==> config.mk <==
export PLATFORM = sky130hd
export DESIGN_NAME = bin2bcd_seq
export DESIGN_NICKNAME = d
export VERILOG_FILES = /design/src/rtl/bcd_pkg.sv /design/src/rtl/bcd_add3.sv /design/src/rtl/bin2bcd_seq.sv
export SDC_FILE = /design/constraint.sdc
export NUM_CORES = 1
export LEC_CHECK = 0
export ABC_AREA = 1
export BUFFER_PORTS_ARGS = -buffer_cell sky130_fd_sc_hd__buf_2
export CAP_MARGIN = 15
export CORE_UTILIZATION = 60
export DETAILED_ROUTE_END_ITERATION = 7
export PLACE_DENSITY_LB_ADDON = 0.08
export SYNTH_ARGS = -nofsm -noshare
export SYNTH_HDL_FRONTEND = slang
export SYNTH_HIERARCHICAL = 1
export SYNTH_SLANG_ARGS = --single-unit
==> constraint.sdc <==
create_clock -name I_CLK -period 6.16 [get_ports I_CLK]
set_clock_uncertainty 0.1 [all_clocks]
set_input_delay 1.848 -clock I_CLK [delete_from_list [all_inputs] [get_ports I_CLK]]
set_output_delay 1.848 -clock I_CLK [all_outputs]
set_load 0.05 [all_outputs]
==> src/rtl/bcd_pkg.sv <==
// ============================================================================
//  Module   : bcd_pkg
//  Brief    : Shared FSM states and digit constants for the binary-to-BCD converter.
//  Revision : 1.0
// ============================================================================
`default_nettype none

package bcd_pkg;

    typedef enum logic [1:0] {
        IDLE = 2'd0,
        CONV = 2'd1,
        DONE = 2'd2
    } state_t;

    localparam logic [3:0] BCD_ADJ_THRESH = 4'd5;
    localparam logic [3:0] BCD_ADJ_ADD    = 4'd3;

    // Number of decimal digits needed to show the largest WIDTH-bit value.
    function automatic int bcd_digits_needed(input int width);
        logic [63:0] v;
        int          n;
        v = (64'd1 << width) - 64'd1;
        n = 0;
        do begin
            v = v / 64'd10;
            n++;
        end while (v != 64'd0);
        return n;
    endfunction

endpackage

`default_nettype wire

==> src/rtl/bcd_add3.sv <==
// ============================================================================
//  Module   : bcd_add3
//  Brief    : Double-dabble digit correction: add 3 to a digit of 5 or more.
//  Revision : 1.0
// ============================================================================
`default_nettype none

module bcd_add3
    import bcd_pkg::*;
(
    input  logic [3:0] i_digit,
    output logic [3:0] o_digit
);

    assign o_digit = (i_digit >= BCD_ADJ_THRESH) ? (i_digit + BCD_ADJ_ADD) : i_digit;

endmodule

`default_nettype wire

==> src/rtl/bin2bcd_seq.sv <==
// ============================================================================
//  Module   : bin2bcd_seq
//  Brief    : Sequential double-dabble converter, one bit per clock, with a
//             registered BCD result and leading-zero blanking mask.
//  Revision : 1.0
// ============================================================================
`default_nettype none

module bin2bcd_seq
    import bcd_pkg::*;
#(
    parameter int WIDTH  = 16,
    parameter int DIGITS = 5
) (
    input  logic                  I_CLK,
    input  logic                  I_RST,
    input  logic                  I_START,
    input  logic [WIDTH-1:0]      I_BIN,
    output logic                  O_BUSY,
    output logic                  O_DONE,
    output logic [4*DIGITS-1:0]   O_BCD,
    output logic [DIGITS-1:0]     O_BLANK
);

    localparam int               CNT_W       = $clog2(WIDTH + 1);
    localparam int               SW          = 4 * DIGITS;
    localparam logic [CNT_W-1:0] c_cnt_last  = CNT_W'(WIDTH - 1);
    localparam logic [DIGITS-1:0] c_blank_rst = {DIGITS{1'b1}} << 1;

    generate
        if (WIDTH < 2 || WIDTH > 32) begin : g_bad_width
            $error("bin2bcd_seq: WIDTH must be in 2..32");
        end
        if (DIGITS < bcd_digits_needed(WIDTH)) begin : g_bad_digits
            $error("bin2bcd_seq: DIGITS too small to hold 2^WIDTH-1");
        end
    endgenerate

    state_t            r_state;
    logic [CNT_W-1:0]  r_cnt;
    logic [WIDTH-1:0]  r_shift;
    logic [SW-1:0]     r_scratch;

    logic [SW-1:0]     w_adj;
    logic [SW-1:0]     w_step;
    logic [DIGITS-1:0] w_blank;
    logic              w_zero;
    logic              w_unused_msb;

    generate
        for (genvar g = 0; g < DIGITS; g++) begin : g_digit
            bcd_add3 u_add3 (
                .i_digit (r_scratch[4*g +: 4]),
                .o_digit (w_adj[4*g +: 4])
            );
        end
    endgenerate

    // The top digit never exceeds 4 before adjustment when DIGITS is sized
    // correctly, so its shifted-out MSB is always zero.
    assign w_unused_msb = w_adj[SW-1];
    assign w_step       = {w_adj[SW-2:0], r_shift[WIDTH-1]};

    always_comb begin
        w_blank = '0;
        w_zero  = 1'b1;
        for (int i = DIGITS - 1; i >= 1; i--) begin
            w_zero     = w_zero & (w_step[4*i +: 4] == 4'd0);
            w_blank[i] = w_zero;
        end
    end

    always_ff @(posedge I_CLK or posedge I_RST) begin
        if (I_RST) begin
            r_state   <= IDLE;
            r_cnt     <= '0;
            r_shift   <= '0;
            r_scratch <= '0;
            O_BUSY    <= 1'b0;
            O_DONE    <= 1'b0;
            O_BCD     <= '0;
            O_BLANK   <= c_blank_rst;
        end else begin
            case (r_state)
                IDLE: begin
                    O_DONE <= 1'b0;
                    if (I_START) begin
                        r_shift   <= I_BIN;
                        r_scratch <= '0;
                        r_cnt     <= '0;
                        O_BUSY    <= 1'b1;
                        r_state   <= CONV;
                    end
                end
                CONV: begin
                    r_scratch <= w_step;
                    r_shift   <= r_shift << 1;
                    if (r_cnt == c_cnt_last) begin
                        O_BCD   <= w_step;
                        O_BLANK <= w_blank;
                        O_DONE  <= 1'b1;
                        O_BUSY  <= 1'b0;
                        r_cnt   <= '0;
                        r_state <= DONE;
                    end else begin
                        r_cnt <= r_cnt + 1'b1;
                    end
                end
                DONE: begin
                    O_DONE <= 1'b0;
                    if (I_START) begin
                        r_shift   <= I_BIN;
                        r_scratch <= '0;
                        r_cnt     <= '0;
                        O_BUSY    <= 1'b1;
                        r_state   <= CONV;
                    end else begin
                        r_state <= IDLE;
                    end
                end
                default: begin
                    r_state <= IDLE;
                end
            endcase
        end
    end

endmodule

`default_nettype wire
# Yosys cells after proc, flatten, opt, wreduce, memory -nomap -nowiden
# Index checks and enable logic that the tools add are counted.
[op_classes] reduce_logical=12 add_sub_neg=6 n_eq_ne=6 n_lt_le_gt_ge=5 bitwise=3 mux=21
[ops] cell="20-bit case mux with 2 select lines" n=1
[ops] cell="16-bit case mux with 2 select lines" n=1
[ops] cell="4-bit by 3-bit >= comparator with 1-bit output, second input constant" n=5
[ops] cell="20-bit 2-to-1 mux" n=1
[ops] cell="4-bit by 2-bit adder with 4-bit output, second input constant" n=4
[ops] cell="4-bit zero test" n=4
[ops] cell="16-bit 2-to-1 mux" n=1
[ops] cell="4-bit 2-to-1 mux" n=4
[ops] cell="5-bit 2-to-1 mux" n=2
[ops] cell="5-bit case mux with 2 select lines" n=1
[ops] cell="2-bit AND reduction" n=4
[ops] cell="2-bit case mux with 3 select lines" n=1
[ops] cell="5-bit by 1-bit adder with 5-bit output, second input constant" n=1
[ops] cell="5-bit by 4-bit == test with 1-bit output, second input constant" n=1
[ops] cell="1-bit 2-to-1 mux" n=4
[ops] cell="2-bit 2-to-1 mux" n=2
[ops] cell="2-bit != test, second input constant" n=2
[ops] cell="1-bit case mux with 2 select lines" n=2
[ops] cell="3-bit by 2-bit adder with 3-bit output, second input constant" n=1
[ops] cell="1-bit bitwise AND" n=3
[ops] cell="3-bit 2-to-1 mux" n=1
[ops] cell="3-bit AND reduction" n=1
[ops] cell="2-bit by 1-bit == test with 1-bit output, second input constant" n=1
[ops] cell="2-bit == test, second input constant" n=1
[ops] cell="4 further kinds" n=4
[totals] input_bits=19 reg_bits=69 output_inout_bits=27 elab_cells=61

# Longest topological paths before layout
[depth] ltp_word=6 depth_mapped=12 mapped_depth_nobuf=12

# Cells and area by module
# Netlist, hierarchy kept.
[by_module_without_submodules] mod="bin2bcd_seq" area_per_inst_um2=2941.6 cells_each=306 seq_area_each_um2=1731.7 n_inst=1
[by_module_without_submodules] mod="bcd_add3" area_per_inst_um2=135.1 cells_each=23 seq_area_each_um2=0.0 n_inst=5

# Worst setup path before layout
# Ideal clock, no wire load.
[synth_path] path_type="reg-to-output" from="register O_BLANK[1]" to="output O_BLANK[1]" t_required_ns=4.212 path_buffers=0 path_stages_with_launch=1 arrival_time_ns=0.664 slack_ns=3.548 path_cell_list="dfstp_2"
[synth_rtl] item="from (decl)" line="bin2bcd_seq.sv:22" text="output logic [DIGITS-1:0] O_BLANK"
[synth_rtl] item="from (signal assigned)" line="bin2bcd_seq.sv:82" text="O_BLANK <= c_blank_rst;"
[synth_rtl] item="from (signal assigned)" line="bin2bcd_seq.sv:100" text="O_BLANK <= w_blank;"
# No word-level cell between the ends.

# Worst setup path in the final report
[layout_path] from="register O_BLANK[2]" to="output O_BLANK[2]"
# No word-level cell between the ends.

==> flow_summary.ini <==
[floorplanning]
start_util_pct = 63.7
io_pins = 46
dieWidth_um = 79.4
rows = 27
die_y_um = 79.4
core_area_mm2 = 0.00564
die_area_mm2 = 0.00630

[setup_path]
critPathKind = reg2out
cp.required_ns = 4.21
critPathMaxStageDelay_ns = 0.54
cp_slowest_cell = dfstp_2
path_cells = buf_2
cp_top_family = flip-flops
worst-path-max-fanout = 2
cp_num_buf_inv = 1
crit_arrival_ns = 1.14
worst_setup_path_start_kind = flip-flop
end_kind = primary output

[cts]
numClockSinks = 69
clock_path_buffers = 2
post_cts_buffers = 0
cts-htree-levels = 3
clk_pin_slew_ns = 0.07
clkLatencyLatePin_ns = 0.33
holdBufCountCts = 0
cts_tree = built
cts_buffers = 9
cts-root-buf = clkbuf_8
ctsResizeCount = 0

[synth]
synth_area_mm2 = 0.00359
syn_area_per_cell_um2 = 8.63
syn-num-nets = 446
netlist_instances = 416
synth_warnings = 6

[sta]
setup_tns_ns = 0
setup_viol = 0
rsz0062_at_grt = false
finalHoldViolations = 0
min_period_over_period_pct = 50.1
relSlewSlack_pct = 59.8
tightest_slew_ns = 0.604
final-max-slew-violation-count = 0
fin_crit_ns = 3.09
fmax_mhz = 324

[placement]
place_area_mm2 = 0.00379
place_hpwl_mm = 4.54
gp_congestion = 0.830
io_buffer_count = 44

[pwr]
vdd_drop_max_v = 0.000288
p_switching_mw = 1.21
switching_share_pct = 49.9
p_int_mw = 1.22
power_frac_seq_pct = 33.5
leakage_nw = 2.01
p_per_area_mw_per_mm2 = 612
p_comb_share_pct = 53.0
clockPowerShare_pct = 13.5

[cells_and_area]
post-route-util_pct = 70.2
fin_area_mm2 = 0.00396
syn_to_final_growth_pct = 10.3
drive_above_1_share_pct = 26.2
finalNetCount = 487
antenna_cells = 0

[routing]
drc = 0
dr.pass1.iters = 4
wirelength_mm = 6.64
via_per_inst = 5.19
drt_iter0_markers = 164
vias = 2771
wl_per_cell_um = 12.4
drtAntennaViolNets = 0

[run_status]
status = completed

[grt]
grt_max_degree = 47
grt_pass1_vias = 2593
grt_pass1_wl_mm = 11.6
track_usage_pct = 24.0
overflow = 0
antenna_found_initial = 0

[job]
drv_cap = 0

[min_path]
hp-class = reg2reg
-- cell type report --
class | count | area [µm²]
Sequential cell | 69 | 1730
Fill cell | 458 | 1680
Multi-Input combinational cell | 285 | 1550
Timing Repair Buffer | 45 | 228
Inverter | 47 | 186
Clock buffer | 14 | 163
Tap cell | 72 | 90.1
Clock inverter | 2 | 10.0
-- path summary, 6_finish.rpt --
| path | start | end | slack (ns) | depth (start not counted) |
|---|---|---|---|---|
| max | O_BLANK[2] | O_BLANK[2] | 3.07 | 1 |
| min | O_BLANK[1] | O_BLANK[1] | 0.38 | 2 |
| max reg2reg | r_state[0] | O_BUSY | 3.68 | 7 |
| min reg2reg | O_BLANK[1] | O_BLANK[1] | 0.38 | 2 |
| max in group asynchronous | I_RST | O_BLANK[4] | 3.54 | 3 |
| min in group asynchronous | I_RST | r_shift[7] | 1.45 | 2 |
-- state kept, by name (all words and copies together), names as in the netlist --
name       flops
O_BCD         20
O_BLANK        4
O_BUSY         1
O_DONE         1
r_cnt          5
r_scratch     20
r_shift       16
r_state        2
-- power by group through the flow --
stage	registers (mW)	logic [mW]	clock network, mW
detailed placement	0.816	1.29	0
global route	0.843	1.45	0.354
floorplan	0.975	0.906	0
global placement	0.813	1.25	0
finish	0.812	1.28	0.328
CTS	0.811	1.29	0.334
-- per-layer routing --
layer	track usage, %	up-vias	share of wire (%)
li1	-	1398	-
met1	29.8	1300	47
met2	40.4	66	49
met3	5.75	7	3.1
met4	8.91	0	1.2
met5	0	-	0
-- layout by cell type, fill, tap and decap left out, types with 2 or more instances in the layout --
master,count
nand2_1,124
dfrtp_1,65
buf_2,44
nor2_1,39
inv_1,37
o21ai_0,32
o21ai_2,26
a31oi_1,15
ha_1,11
clkbuf_8,11
nor2_4,10
nand3_1,9
inv_2,7
nand2_2,6
dfstp_2,4
a21oi_2,4
clkbuf_1,3
nor2_8,2
inv_4,2
clkinv_2,2
-- metrics by stage --
stage	power (mW)	setup slack (ns)	hold WS, ns	std cells
2_1_floorplan	1.88	2.48	0.342	416
3_3_place_gp	2.06	2.86	0.354	518
3_5_place_dp	2.10	2.82	0.360	518
4_1_cts	2.44	3.06	0.380	534
5_1_grt	2.64	2.97	0.389	534
6_report	2.42	3.07	0.377	534
(Power assumes the default switching activity.)
